[config.mk]
export PLATFORM = sky130hd
export DESIGN_NAME = spi_boot_loader
export DESIGN_NICKNAME = d
export VERILOG_FILES = /design/src/rtl/spi_boot_loader.sv
export SDC_FILE = /design/constraint.sdc
export NUM_CORES = 1
export LEC_CHECK = 0
export BUFFER_PORTS_ARGS = -buffer_cell sky130_fd_sc_hd__buf_2
export CAP_MARGIN = 20
export CORE_AREA = 2 2 100 102
export CTS_CLUSTER_DIAMETER = 200
export DETAILED_ROUTE_END_ITERATION = 16
export DIE_AREA = 0 0 102 104
export PLACE_DENSITY = 0.7
export RECOVER_POWER = 50
export SYNTH_ARGS = -nofsm -noshare
export SYNTH_HDL_FRONTEND = slang
export SYNTH_SLANG_ARGS = --single-unit
export TNS_END_PERCENT = 5
[constraint.sdc]
create_clock -name i_sysClk -period 2.1 [get_ports i_sysClk]
set_clock_uncertainty 0.2 [all_clocks]
set_input_delay 0.105 -clock i_sysClk [delete_from_list [all_inputs] [get_ports i_sysClk]]
set_output_delay 0.105 -clock i_sysClk [all_outputs]
set_load 0.01 [all_outputs]
[src/rtl/spi_boot_loader.sv]
// Boot copier: streams NUM_WORDS big-endian 16-bit words from an SPI EEPROM (READ 0x03 @ 0x0000, mode 0) into SRAM.
// Optional feature macro SPI_BOOT_CHECKSUM_EN: sum written words and flag a non-zero total on o_bootErr.
module spi_boot_loader #(
  parameter int NUM_WORDS   = 32768,
  parameter int HALF_PERIOD = 1
) (
  input  logic        i_sysClk,
  input  logic        i_sysRstn,
  input  logic        i_spiMISO,
  output logic        o_spiMOSI,
  output logic        o_spiCLK,
  output logic        o_spiCSn,
  output logic [15:0] o_memAddr,
  output logic [15:0] o_memData,
  output logic        o_memWr,
  output logic        o_memEn,
  output logic        o_busy,
  output logic        o_booted,
  output logic        o_bootErr
);

  localparam int               DIV_W    = (HALF_PERIOD > 1) ? $clog2(HALF_PERIOD) : 1;
  localparam logic [DIV_W-1:0] DIV_LAST = DIV_W'(HALF_PERIOD - 1);
  localparam logic [15:0]      LAST_IDX = 16'(NUM_WORDS - 1);
  localparam logic [23:0]      FRAME    = {8'h03, 16'h0000};

  typedef enum logic [2:0] {
    S_IDLE, S_SELECT, S_CMD, S_ADDR, S_DATA, S_WRITE, S_DONE
  } state_t;

  state_t           r_state, w_next;
  logic [DIV_W-1:0] r_div;
  logic [3:0]       r_bit;
  logic [22:0]      r_tx;
  logic [15:0]      r_shift, r_idx, r_memAddr, r_memData;
  logic             r_sck, r_mosi, r_csn, r_memEn, r_memWr, r_busy, r_booted;
  logic             w_tick, w_shifting, w_fall, w_last_bit, w_idle_next;

  assign w_tick      = (r_div == DIV_LAST);
  assign w_shifting  = (r_state == S_CMD) || (r_state == S_ADDR) || (r_state == S_DATA);
  assign w_fall      = w_shifting && w_tick && r_sck;
  assign w_last_bit  = (r_state == S_CMD) ? (r_bit == 4'd7) : (r_bit == 4'd15);
  assign w_idle_next = (w_next == S_IDLE) || (w_next == S_DONE);

  // State register.
  always_ff @(posedge i_sysClk or negedge i_sysRstn) begin
    if (!i_sysRstn) r_state <= S_IDLE;
    else            r_state <= w_next;
  end

  // Next state: shift phases advance on the SCK fall that ends their last bit.
  always_comb begin
    w_next = r_state;
    case (r_state)
      S_IDLE:   w_next = S_SELECT;
      S_SELECT: if (w_tick) w_next = S_CMD; else w_next = S_SELECT;
      S_CMD:    if (w_fall && w_last_bit) w_next = S_ADDR; else w_next = S_CMD;
      S_ADDR:   if (w_fall && w_last_bit) w_next = S_DATA; else w_next = S_ADDR;
      S_DATA:   if (w_fall && w_last_bit) w_next = S_WRITE; else w_next = S_DATA;
      S_WRITE:  if (r_idx == LAST_IDX) w_next = S_DONE; else w_next = S_DATA;
      S_DONE:   w_next = S_DONE;
      default:  w_next = S_IDLE;
    endcase
  end

  // SPI sequencing and SRAM port; SELECT doubles as the low phase before the first rise.
  always_ff @(posedge i_sysClk or negedge i_sysRstn) begin
    if (!i_sysRstn) begin
      r_div     <= '0;
      r_bit     <= 4'd0;
      r_tx      <= 23'd0;
      r_shift   <= 16'h0000;
      r_idx     <= 16'h0000;
      r_sck     <= 1'b0;
      r_mosi    <= 1'b0;
      r_csn     <= 1'b1;
      r_memEn   <= 1'b0;
      r_memWr   <= 1'b0;
      r_memAddr <= 16'h0000;
      r_memData <= 16'h0000;
      r_busy    <= 1'b0;
      r_booted  <= 1'b0;
    end else begin
      if ((w_shifting || (r_state == S_SELECT)) && !w_tick) r_div <= r_div + 1'b1;
      else                                                  r_div <= '0;

      if ((r_state == S_SELECT) && w_tick) r_sck <= 1'b1;
      else if (w_shifting && w_tick)       r_sck <= ~r_sck;
      else if (!w_shifting)                r_sck <= 1'b0;

      if (w_fall)           r_bit <= w_last_bit ? 4'd0 : r_bit + 4'd1;
      else if (!w_shifting) r_bit <= 4'd0;

      if (r_state == S_IDLE) begin
        r_tx   <= FRAME[22:0];
        r_mosi <= FRAME[23];
      end else if (w_fall && (r_state != S_DATA)) begin
        r_tx   <= {r_tx[21:0], 1'b0};
        r_mosi <= r_tx[22];
      end

      if ((r_state == S_DATA) && w_tick && !r_sck) r_shift <= {r_shift[14:0], i_spiMISO};

      if ((r_state == S_WRITE) && (w_next == S_DATA)) r_idx <= r_idx + 16'd1;

      r_memEn <= (w_next == S_WRITE);
      r_memWr <= (w_next == S_WRITE);
      if (w_next == S_WRITE) begin
        r_memAddr <= r_idx;
        r_memData <= r_shift;
      end

      r_csn    <= w_idle_next;
      r_busy   <= !w_idle_next;
      r_booted <= (w_next == S_DONE);
    end
  end

  assign o_spiMOSI = r_mosi;
  assign o_spiCLK  = r_sck;
  assign o_spiCSn  = r_csn;
  assign o_memAddr = r_memAddr;
  assign o_memData = r_memData;
  assign o_memWr   = r_memWr;
  assign o_memEn   = r_memEn;
  assign o_busy    = r_busy;
  assign o_booted  = r_booted;

`ifdef SPI_BOOT_CHECKSUM_EN
  logic [15:0] r_sum, w_sum_next;
  logic        r_bootErr;

  assign w_sum_next = r_sum + r_memData;

  // Accumulate each word while it is on the SRAM bus; judge the total on the final write.
  always_ff @(posedge i_sysClk or negedge i_sysRstn) begin
    if (!i_sysRstn) begin
      r_sum     <= 16'h0000;
      r_bootErr <= 1'b0;
    end else if (r_state == S_WRITE) begin
      r_sum <= w_sum_next;
      if (w_next == S_DONE) r_bootErr <= (w_sum_next != 16'h0000);
    end
  end

  assign o_bootErr = r_bootErr;
`else
  assign o_bootErr = 1'b0;
`endif

endmodule

Word level (Yosys, flattened, before mapping)
Index checks and enable logic that the tools add are counted.

storage, ports and cells
  logic and storage cells = 70
  bits of input ports = 3
  bits in registers = 101

cells by class
  add/sub/neg operators = 3
  multiplexer cells = 18
  equality and inequality tests = 15
  reductions and logical operators = 18
  bitwise operators = 2

operator list
  operator                                                                 number
  23-bit 2-to-1 mux                                                        2
  3-bit one-hot mux with 7 select lines                                    1
  3-bit == test, second input constant                                     6
  16-bit by 1-bit adder with 16-bit output, second input constant          1
  16-bit by 15-bit == test with 1-bit output, second input constant        1
  4-bit 2-to-1 mux                                                         3
  1-bit logical AND                                                        9
  1-bit 2-to-1 mux                                                         9
  3-bit by 2-bit == test with 1-bit output, second input constant          2
  3-bit zero test                                                          2
  4-bit by 1-bit adder with 4-bit output, second input constant            1
  4-bit by 3-bit == test with 1-bit output, second input constant          1
  4-bit == test, second input constant                                     1
  1-bit logical OR                                                         4
  2-bit 2-to-1 mux                                                         2
  3-bit by 1-bit == test with 1-bit output, second input constant          1
  3-bit 2-to-1 mux                                                         1
  3-bit by 1-bit inequality test with 1-bit output, second input constant  1
  3-bit inequality test, second input constant                             1
  1-bit zero test                                                          2
  2-bit by 1-bit inequality test with 1-bit output, second input constant  1
  1-bit inverter                                                           2
  2-bit nonzero test                                                       1
  1-bit adder, second input constant                                       1

Longest topological paths before layout
Gate-level depths: netlist of run 1.

  word-level depth = 11
  depth in mapped cells = 6

Worst setup path before layout of run 1
OpenSTA, ideal clock, no wires.

  kind = register to register
  start point = register r_div
  end point = register r_memAddr[0] (netlist: o_memAddr[0])
  arrival time = 1850 ps
  clock period less this slack = 2175 ps
  cell stages (with the launch flop) = 7
  path buffers = 2
  library setup time = 125 ps
  path slack = -75 ps
  cell sequence = dfrtp_1 -> and2b_2 -> nand4_4 -> or4b_1 -> buf_4 -> buf_6 -> mux2_4

between the ends
  longest elaborated chain between the ends = 7
  elaborated cells on any way between the ends = 10
  those cells by class = eq/ne: 1; mux: 5; bitwise: 1; reduce/logical: 3

ends and longest elaborated chain
  what                                                  line        RTL
  start, declared                                       32          logic [DIV_W-1:0] r_div;
  start signal, assigned                                84          if ((w_shifting || (r_state == S_SELECT)) && !w_tick) r_div <= r_div + 1'b1;
  1-bit inverter                                        39          assign w_tick = (r_div == DIV_LAST);
  1-bit logical AND (2 in a row)                        41          assign w_fall = w_shifting && w_tick && r_sck;
  1-bit logical AND                                     57, 58, 59
  1-bit 2-to-1 mux or 3-bit 2-to-1 mux (tied branches)  57, 59, 58
  3-bit one-hot mux with 7 select lines (*)             54          case (r_state)
  3-bit == test (*)                                     108         if (w_next == S_WRITE) begin
  end signal, assigned                                  109         r_memAddr <= r_idx;
  end, declared                                         35          logic [15:0] r_shift, r_idx, r_memAddr, r_memData;

Every way passes the cells marked *; elsewhere a longest branch is shown, timed or not.
A chain may end at the register's enable or synchronous reset.

Worst setup path after layout of run 1
  start point = register r_div
  end point = register r_memData[5] (netlist: o_memData[5])

between the ends
  longest elaborated chain between the ends = 7
  elaborated cells on any way between the ends = 10
  those cells by class = eq/ne: 1; mux: 5; bitwise: 1; reduce/logical: 3

ends and longest elaborated chain
  what                                                  line        RTL
  1-bit inverter                                        39
  1-bit logical AND (2 in a row)                        41
  1-bit logical AND                                     57, 58, 59
  1-bit 2-to-1 mux or 3-bit 2-to-1 mux (tied branches)  57, 59, 58
  3-bit one-hot mux with 7 select lines (*)             54
  3-bit == test (*)                                     108
  end signal, assigned                                  110         r_memData <= r_shift;
  end, declared                                         35

Marks and branches as above.

==> qor.yml, run 1 <==
rsz0062_at_grt: "yes"
numCtsBuffers: 9
clkTransAtPathRegs_ns: 0.09
drc: 0
cts_tree: "built"
insertion_delay_ns: 0.35
fin_nets: 351
synthDistinctLibCells: 46
hold_class: "in -> async"
final_layout_size_suffix_gt1_frac: 0.345
grt_max_degree: 42
htreeDepth: 3
status: "finished, final reports clean"
synthesis.area_um2: 3750
clockRootBuffer: "clkbuf_8"
p_per_area_nw_per_um2: 832
fp.dieArea_um2: 10600
worst-setup-path-type: "reg -> reg"
required_ns: 2.14
cts_setup_buffers: 0
io_pins: 43
endpoint_kind: "register"
syn-instance-count: 282
slew_violations: 0
min_period_ns: 2.07
rows: 36
placed_cell_area_um2: 4240
coreArea_um2: 9550
antenna_found_initial: 0
final_cell_mix: "dfrtp_1, mux2_4, mux2_2, buf_2, buf_4"
drv_cap: 0
worst_ep_arrival_time_ns: 2.11
totalPowerFinal_uw: 3730
setup_viol: 0
syn_avg_cell_area_um2: 13.3
pre_cts_slack_ns: -0.151
wire_per_inst_um: 14.3
synth_ff_type: "dfrtp_1"
die_y_um: 104
tns_ns: 0
synth_seq_area_share: 0.567
synth_area_leader_cell: "dfrtp_1"
drt-vias-per-instance: 4.98
vias: 2409
dr.pass1.iters: 4
cts.sink_count: 85
async_reset_ff_frac: 1.00
worst_slack_ns: 0.0274
whs_ns: 0.261
area_growth_syn_to_layout_pct: 19.3
gr-total-overflow: 0
final_common_cell: "dfrtp_1"
die_w_um: 102
synth_seq_cells: 85
p_leak_uw: 0.00231
ir_drop_mv: 0.319
grt_pass1_vias: 2394
critPathLaunchType: "register"
worstMarginPinSlew_ns: 1.00
synth_edf_count: 0
clk_path_buf_depth: 2
worstPathMaxFanout: 17
n_antenna_cell: 0
grt_pass1_wl_mm: 11.7
synth_top_area_frac: 0.560
drtIter0Drc: 192
yosysWarnings: 0
design_area_um2: 4480
finalHoldViolCount: 0
synth.area.top_cells: "dfrtp_1, mux2_4, mux2_2"
gp_congestion: 0.792
relSlewSlack: 0.331
finalWirelength_mm: 6.94
port_buffers: 41
gr-usage-all-layers: 0.139
min_period_over_period: 0.987
antenna_left: 0
dp_hpwl_mm: 4.56
start_util: 0.393
fmax_mhz: 482
==> worst max-delay path, cell delays in order (launching register included) <==
cell	delay, ns
dfrtp_1	0.38
and2b_2	0.24
nand4_4	0.07
or4b_4	0.55
buf_12	0.21
mux2_4	0.31
==> power by group <==
part / internal (µW) / total (µW) / leakage, µW / switching, µW
registers: 1760 / 1860 / 0.00115 / 103
clock network: 566 / 1190 / 0.0000944 / 621
logic: 332 / 675 / 0.00106 / 343
==> worst paths after layout <==
kind	slack [ns]	cells past startpoint	end	startpoint
max	0.03	5	o_memData[5]	r_div
min	0.26	2	o_memAddr[4]	i_sysRstn
min in group i_sysClk	0.31	1	o_memData[4]	o_memData[4]
max reg2reg	0.03	5	o_memData[5]	r_div
max in group asynchronous	0.36	3	o_spiCSn	i_sysRstn
min reg2reg	0.31	1	o_memData[4]	o_memData[4]
==> cell type report <==
class                      count  area (µm²)
timing repair buffer          67         414
inverter                       3        11.3
sequential                    85        2130
multi-input combinational    180        1550
fill                         873        5070
tap                          133         166
clock inverter                 7        81.3
clock buffer                   9         124
==> state kept, by name (all words and copies together), names as in the netlist <==
signal,cells
r_div,1
r_tx,7
o_booted,1
o_spiMOSI,1
r_shift,16
r_state,3
r_bit,4
r_idx,16
o_memWr,1
o_memAddr,16
o_spiCLK,1
o_memData,16
o_busy,1
o_spiCSn,1
==> cells in the mapped netlist, types with 2 or more instances <==
| cell type | number |
|---|---|
| inv_1 | 3 |
| nor2b_1 | 3 |
| nor2_1 | 10 |
| a221oi_1 | 2 |
| buf_6 | 3 |
| a21oi_1 | 7 |
| nand2_1 | 15 |
| nand4b_1 | 2 |
| xor2_1 | 14 |
| ha_1 | 2 |
| mux2_2 | 21 |
| a22o_1 | 12 |
| nor3_1 | 12 |
| nor4_1 | 3 |
| mux2_4 | 29 |
| buf_4 | 3 |
| nand2b_1 | 4 |
| nor3b_1 | 2 |
| nand4_1 | 4 |
| o21ai_0 | 4 |
| clkbuf_1 | 9 |
| dfrtp_1 | 84 |
| xnor2_1 | 2 |
| a21boi_0 | 2 |
| nand3_1 | 8 |
| and4_1 | 2 |
==> cell families after synthesis <==
kind of cell / Yosys count / synth area share
adder cells (fa/ha/maj): 2 / 0.00666
multiplexers: 50 / 0.179
flip-flops: 85 / 0.567
XOR/XNOR: 16 / 0.0373
buffers and inverters: 18 / 0.0270
other: 1 / 0.000999
AND/OR/NAND/NOR: 74 / 0.112
AO/OA/AOI/OAI: 36 / 0.0703
==> stage by stage <==
step,utilization,std cells
final,0.469,484
after CTS,0.471,484
after floorplan,-,283
after global placement,0.444,465
after global routing,0.469,484
after detailed placement,0.444,465
==> routing by layer <==
metal  GRT usage  wire length, µm  share of wire  up-vias
li1            -                -              -     1134
met2       0.201             3210           0.46       50
met1       0.200             3380           0.49     1220
met4      0.0657               83          0.012        0
met3      0.0269              268          0.039        5
met5           0                0              0        -
==> timing repair <==
action / in CTS / in global routing
hold buffers: 2 / 0
setup endpoints to repair: 32 / 30
resized for setup: 3 / 3
gates cloned: 1 / 0
pin swaps: 1 / 0
hold endpoints to repair: 73 / 0
Note: power is estimated with default switching activity, not from simulation.
==> run 2: changes to the inputs <==
--- a/config.mk
+++ b/config.mk
@@ -7,11 +7,11 @@
 export LEC_CHECK = 0
 export BUFFER_PORTS_ARGS = -buffer_cell sky130_fd_sc_hd__buf_2
 export CAP_MARGIN = 20
-export CORE_AREA = 2 2 100 102
+export CORE_AREA = 2 2 95 97
 export CTS_CLUSTER_DIAMETER = 200
 export DETAILED_ROUTE_END_ITERATION = 16
-export DIE_AREA = 0 0 102 104
-export PLACE_DENSITY = 0.7
+export DIE_AREA = 0 0 97 99
+export PLACE_DENSITY = 0.75
 export RECOVER_POWER = 50
 export SYNTH_ARGS = -nofsm -noshare
 export SYNTH_HDL_FRONTEND = slang
==> run 2 against run 1 <==
The run now ends with negative setup slack left. Register-to-register slack worse by 0.04 ns. First-iteration DRC count is 27% lower. Die area decreased by 9.5%. Global-route usage increased by 1.3 points. Utilization rose by 5.2 points. Cell count decreased by 5.6%. Largest power group unchanged. Critical path depth unchanged. Clock power is essentially flat. Largest cell class unchanged.
==> qor.yml, run 2 (synthesis results as in run 1) <==
area_growth_syn_to_layout_pct: 18.7
slew_violations: 0  # unchanged
placed_cell_area_um2: 4210  # -0.80%
worst_slack_ns: -0.0130  # -0.0404 ns
numCtsBuffers: 9  # unchanged
die_y_um: 99  # -4.8%
fin_nets: 349  # -0.57%
drc: 0  # unchanged
cts_tree: "built"
finalHoldViolCount: 0  # unchanged
fp.dieArea_um2: 9600  # -9.5%
antenna_found_initial: 0  # unchanged
fillers: 752  # -14%
design_area_um2: 4460  # -0.50%
register_area_um2: 2130  # about the same
endpoint_kind: "register"
final_layout_size_suffix_gt1_frac: 0.372  # +0.0278
dr.pass1.iters: 4  # unchanged
grt_pass1_wl_mm: 11.8  # +1.2%
ir_drop_mv: 0.534  # +67%
n_antenna_cell: 0  # unchanged
rows: 34  # -5.6%
grt_max_degree: 51  # +21%
worst_ep_arrival_time_ns: 2.16  # +0.05 ns
finalWirelength_mm: 7.00  # +0.92%
drtIter0Drc: 140  # -27%
cts_setup_buffers: 0  # unchanged
hold_class: "in -> async"
critPathLaunchType: "register"
gp_congestion: 0.770  # -2.8%
start_util: 0.439  # +0.0459
clk_path_buf_depth: 2  # unchanged
die_w_um: 97  # -4.9%
cts.sink_count: 85  # unchanged
rsz0062_at_grt: "yes"
htreeDepth: 3  # unchanged
final_common_cell: "dfrtp_1"
fmax_mhz: 473  # -1.9%
required_ns: 2.14  # about the same
whs_ns: 0.208  # -0.0535 ns
gr-total-overflow: 0  # unchanged
min_period_ns: 2.11  # +0.0404 ns
coreArea_um2: 8550  # -10%
violations: "negative setup slack"
post-place-cells: 438  # -5.8%
p_per_area_nw_per_um2: 832  # about the same
port_buffers: 41  # unchanged
insertion_delay_ns: 0.35  # about the same
clkTransAtPathRegs_ns: 0.09  # about the same
status: "finished, violations left"
clockRootBuffer: "clkbuf_8"
grt_pass1_vias: 2356  # -1.6%
multiInputGateArea_um2: 1550  # about the same
fin_cells: 457  # -5.6%
fin_util: 0.521  # +0.0522
worstMarginPinSlew_ns: 0.919  # -0.0852 ns
gr-usage-all-layers: 0.153  # +0.0135
dp_hpwl_mm: 4.56  # about the same
relSlewSlack: 0.387  # +0.0568
drt-vias-per-instance: 5.11  # +2.6%
vias: 2334  # -3.1%
antenna_left: 0  # unchanged
io_pins: 43  # unchanged
tns_ns: -0.0661  # -0.0661 ns
wire_per_inst_um: 15.3  # +6.9%
final_cell_mix: "dfrtp_1, buf_2, mux2_4, mux2_2, buf_4"
worst-setup-path-type: "reg -> reg"
min_period_over_period: 1.01  # +0.0193
drv_cap: 0  # unchanged
p_leak_uw: 0.00236  # +2.4%
setup_viol: 18  # +18
worstPathMaxFanout: 16  # -1
run 2: cell count changes in the layout (fill, tap and decap cells not counted), sizes merged:
| cell | delta |
|---|---|
| clkinvlp | -3 |
| buf | +10 |
| clkbuf | -12 |
| clkinv | +3 |
run 2: per-layer routing:
metal / vias to the layer above / wire length (µm) / global-route usage
li1: 1130 / - / -
met2: 41 / 3430 / 0.244
met1: 1158 / 3280 / 0.210
met4: 0 / 48 / 0.0390
met5: - / 0 / 0
met3: 5 / 245 / 0.0397
run 2: stage by stage:
stage / total power [µW] / setup slack (ns)
4_1_cts: 3740 / -0.0166
5_1_grt: 3910 / -0.0530
2_1_floorplan: 2280 / -0.0749
3_5_place_dp: 2540 / -0.168
6_report: 3710 / -0.0130
3_3_place_gp: 2510 / -0.131
run 2: timing repair:
action | CTS | global route
endpoints found under the setup margin | 32 | 34
hold endpoints to repair | 85 | 0
resized for setup | 2 | 3
hold buffers | 2 | 0
gates cloned | 1 | 0
run 2: final cells by class:
type,count,area share
clock buffers,9,0.0278
clock inverters,7,0.0182
inverters,3,0.00253
multi-input cells,180,0.348
flip-flops and latches,85,0.477
well taps,108,0.0303
repair buffers,65,0.0954
run 2: path summary, 6_finish.rpt:
check	startpoint	endpoint	slack (ns)	cells after the start
setup / recovery	r_div	o_memData[14]	-0.01	5
hold / removal	i_sysRstn	r_tx[19]	0.21	2
setup reg to reg	r_div	o_memData[14]	-0.01	5
hold reg to reg	r_shift[15]	o_memData[15]	0.30	1
max in group asynchronous	i_sysRstn	r_idx[13]	0.36	3
min in group i_sysClk	r_shift[15]	o_memData[15]	0.30	1
run 2: critical path: stages (launching register included):
cell and delay [ns]:
dfrtp_1 0.38, and2b_2 0.24, nand4_4 0.10, or4b_4 0.56, buf_12 0.20, mux2_4 0.31
run 2: where the power goes:
group	leakage, µW	total (µW)	switching, µW	internal, µW
Sequential	0.00115	1850	92.8	1760
Clock	0.000106	1200	630	569
Combinational	0.00111	657	342	315
Total	0.00236	3710	1070	2650
==> run 3: changes to the inputs <==
--- a/config.mk
+++ b/config.mk
@@ -7,11 +7,12 @@
 export LEC_CHECK = 0
 export BUFFER_PORTS_ARGS = -buffer_cell sky130_fd_sc_hd__buf_2
 export CAP_MARGIN = 20
-export CORE_AREA = 2 2 95 97
+export CORE_AREA = 2 2 88 90
 export CTS_CLUSTER_DIAMETER = 200
+export CTS_CLUSTER_SIZE = 10
 export DETAILED_ROUTE_END_ITERATION = 16
-export DIE_AREA = 0 0 97 99
-export PLACE_DENSITY = 0.75
+export DIE_AREA = 0 0 90 92
+export PLACE_DENSITY = 0.84
 export RECOVER_POWER = 50
 export SYNTH_ARGS = -nofsm -noshare
 export SYNTH_HDL_FRONTEND = slang
==> run 3 against run 2 <==
The flow still finishes with violations (negative setup slack). Register-to-register slack hardly changed. Wire length shrank 4.7%. Critical path type unchanged. Critical path depth unchanged. Flip-flop and latch count did not move. Die area down 14%. First-iteration DRC count down 32%. Highest routed layer unchanged. Non-clock buffer count fell by 1.
==> qor.yml, run 3 (synthesis results as in run 1) <==
status: "finished, violations left"
violations: "negative setup slack"
grt_pass1_vias: 2420  # +2.7%
clkTransAtPathRegs_ns: 0.09  # about the same
antenna_left: 0  # unchanged
final_layout_size_suffix_gt1_frac: 0.342  # -0.0305
intPower_uw: 2550  # -3.8%
clk_path_buf_depth: 2  # unchanged
dp_hpwl_mm: 4.48  # -1.6%
multiInputGateArea_um2: 1530  # -1.3%
highest_layer: "met4"
ir_drop_mv: 0.466  # -13%
grt_pass1_wl_mm: 11.5  # -2.7%
worstPathMaxFanout: 16  # unchanged
wl_met2_mm: 3.17  # -7.8%
gp_congestion: 0.792  # +2.9%
clkPwrFrac: 0.299  # -0.024
insertion_delay_ns: 0.35  # about the same
wl_met1_mm: 3.17  # -3.3%
totalPowerFinal_uw: 3560  # -4.0%
htreeDepth: 3  # unchanged
fmax_mhz: 471  # -0.50%
endpoint_kind: "register"
area_growth_syn_to_layout_pct: 17.0
final_common_cell: "dfrtp_1"
critPathLaunchType: "register"
drtIter0Drc: 95  # -32%
swShare: 0.286  # -0.00152
drc: 0  # unchanged
vias: 2375  # +1.8%
port_buffers: 41  # unchanged
drv_cap: 0  # unchanged
fin_nets: 348  # -0.29%
worst_ep_arrival_time_ns: 2.17  # about the same
rsz0062_at_grt: "yes"
fillers: 617  # -18%
slew_violations: 0  # unchanged
antenna_found_initial: 0  # unchanged
numCtsBuffers: 9  # unchanged
required_ns: 2.14  # about the same
cts_tree: "built"
tns_ns: -0.394  # -0.328 ns
wire_per_inst_um: 14.8  # -3.2%
gr-total-overflow: 0  # unchanged
final_cell_mix: "dfrtp_1, mux2_4, buf_2, mux2_2, buf_4"
post-place-cells: 431  # -1.6%
p_leak_uw: 0.00229  # -3.1%
die_y_um: 92  # -7.1%
clockRootBuffer: "clkbuf_8"
start_util: 0.504  # +0.0651
finalHoldViolCount: 0  # unchanged
max_stage_delay_ns: 0.56  # about the same
dr.pass1.iters: 4  # unchanged
min_period_over_period: 1.01  # +0.00507
seq_power_share: 0.520  # +0.020
p_comb_frac: 0.181  # +0.004
die_w_um: 90  # -7.2%
fin_util: 0.590  # +0.0684
cts.sink_count: 85  # unchanged
relSlewSlack: 0.246  # -0.141
register_area_um2: 2130  # unchanged
finalWirelength_mm: 6.67  # -4.7%
worst_slack_ns: -0.0237  # -0.0107 ns
dr_wl_met3_um: 267  # +9.0%
setup_viol: 29  # +11
gr-usage-all-layers: 0.176  # +0.0233
min_period_ns: 2.12  # +0.0107 ns
p_sw_uw: 1020  # -4.5%
worst-setup-path-type: "reg -> reg"
grt_max_degree: 48  # -5.9%
path_cells: "and2b_2, nand4_4, or4b_4, buf_12, mux2_4"
hold_class: "in -> async"
io_pins: 43  # unchanged
p_per_area_nw_per_um2: 811  # -2.5%
n_antenna_cell: 0  # unchanged
coreArea_um2: 7450  # -13%
fp.dieArea_um2: 8280  # -14%
rows: 32  # -5.9%
pre_cts_slack_ns: -0.189  # -0.0208 ns
worstMarginPinSlew_ns: 1.13  # +0.212 ns
fin_cells: 450  # -1.5%
drt-vias-per-instance: 5.28  # +3.3%
cpMaxStageDelayCell: "or4b_4"
run 3: cell type report:
| class | instances | share of cell area |
|---|---|---|
| Sequential cell | 85 | 0.485 |
| Multi-Input combinational cell | 180 | 0.349 |
| Timing Repair Buffer | 64 | 0.0929 |
| Clock buffer | 10 | 0.0313 |
| Tap cell | 102 | 0.0291 |
| Clock inverter | 6 | 0.0105 |
| Inverter | 3 | 0.00256 |
run 3: critical path: cells and delay by family, from the launching register on:
kind | cells | cell delay, ns
and+or+nand+nor | 3 | 0.92
buffers and inverters | 1 | 0.20
DFF | 1 | 0.39
muxes | 1 | 0.31
run 3: final timing paths:
path | to | from | slack, ns | cells after the start
worst min-delay path | o_memData[9] | i_sysRstn | 0.31 | 2
worst max register to register | o_memData[12] | r_div | -0.02 | 5
min in group i_sysClk | o_memData[4] | o_memData[4] | 0.31 | 1
worst min register to register | o_memData[4] | o_memData[4] | 0.31 | 1
max in group asynchronous | r_shift[3] | i_sysRstn | 0.33 | 3
worst max-delay path | o_memData[12] | r_div | -0.02 | 5
run 3: through the flow:
stage,hold slack [ns],area (µm²)
detailed placement,-0.0535,4190
floorplan,-0.391,3760
global placement,-0.0616,4190
CTS,0.0960,4430
global route,0.335,4390
finish,0.307,4390
run 3: what timing repair did:
item	4_1_cts	5_1_grt
gates cloned	1	0
gates resized for setup	2	0
endpoints found under the hold margin	73	0
pin swaps	0	0
buffers inserted	0	0
endpoints found under the setup margin	32	31
hold buffers	2	0
run 3: per-layer routing:
metal,GRT usage,vias to the layer above
met5,0,-
met4,0.0603,0
met3,0.0559,7
met2,0.273,41
met1,0.236,1191
li1,-,1136
run 3: power by group through the flow:
stage | sequential (µW) | clock [µW] | combinational, µW
floorplan | 1910 | 0 | 376
global placement | 1870 | 0 | 624
detailed placement | 1880 | 0 | 648
CTS | 1850 | 1100 | 655
global route | 1870 | 1180 | 726
finish | 1850 | 1070 | 646
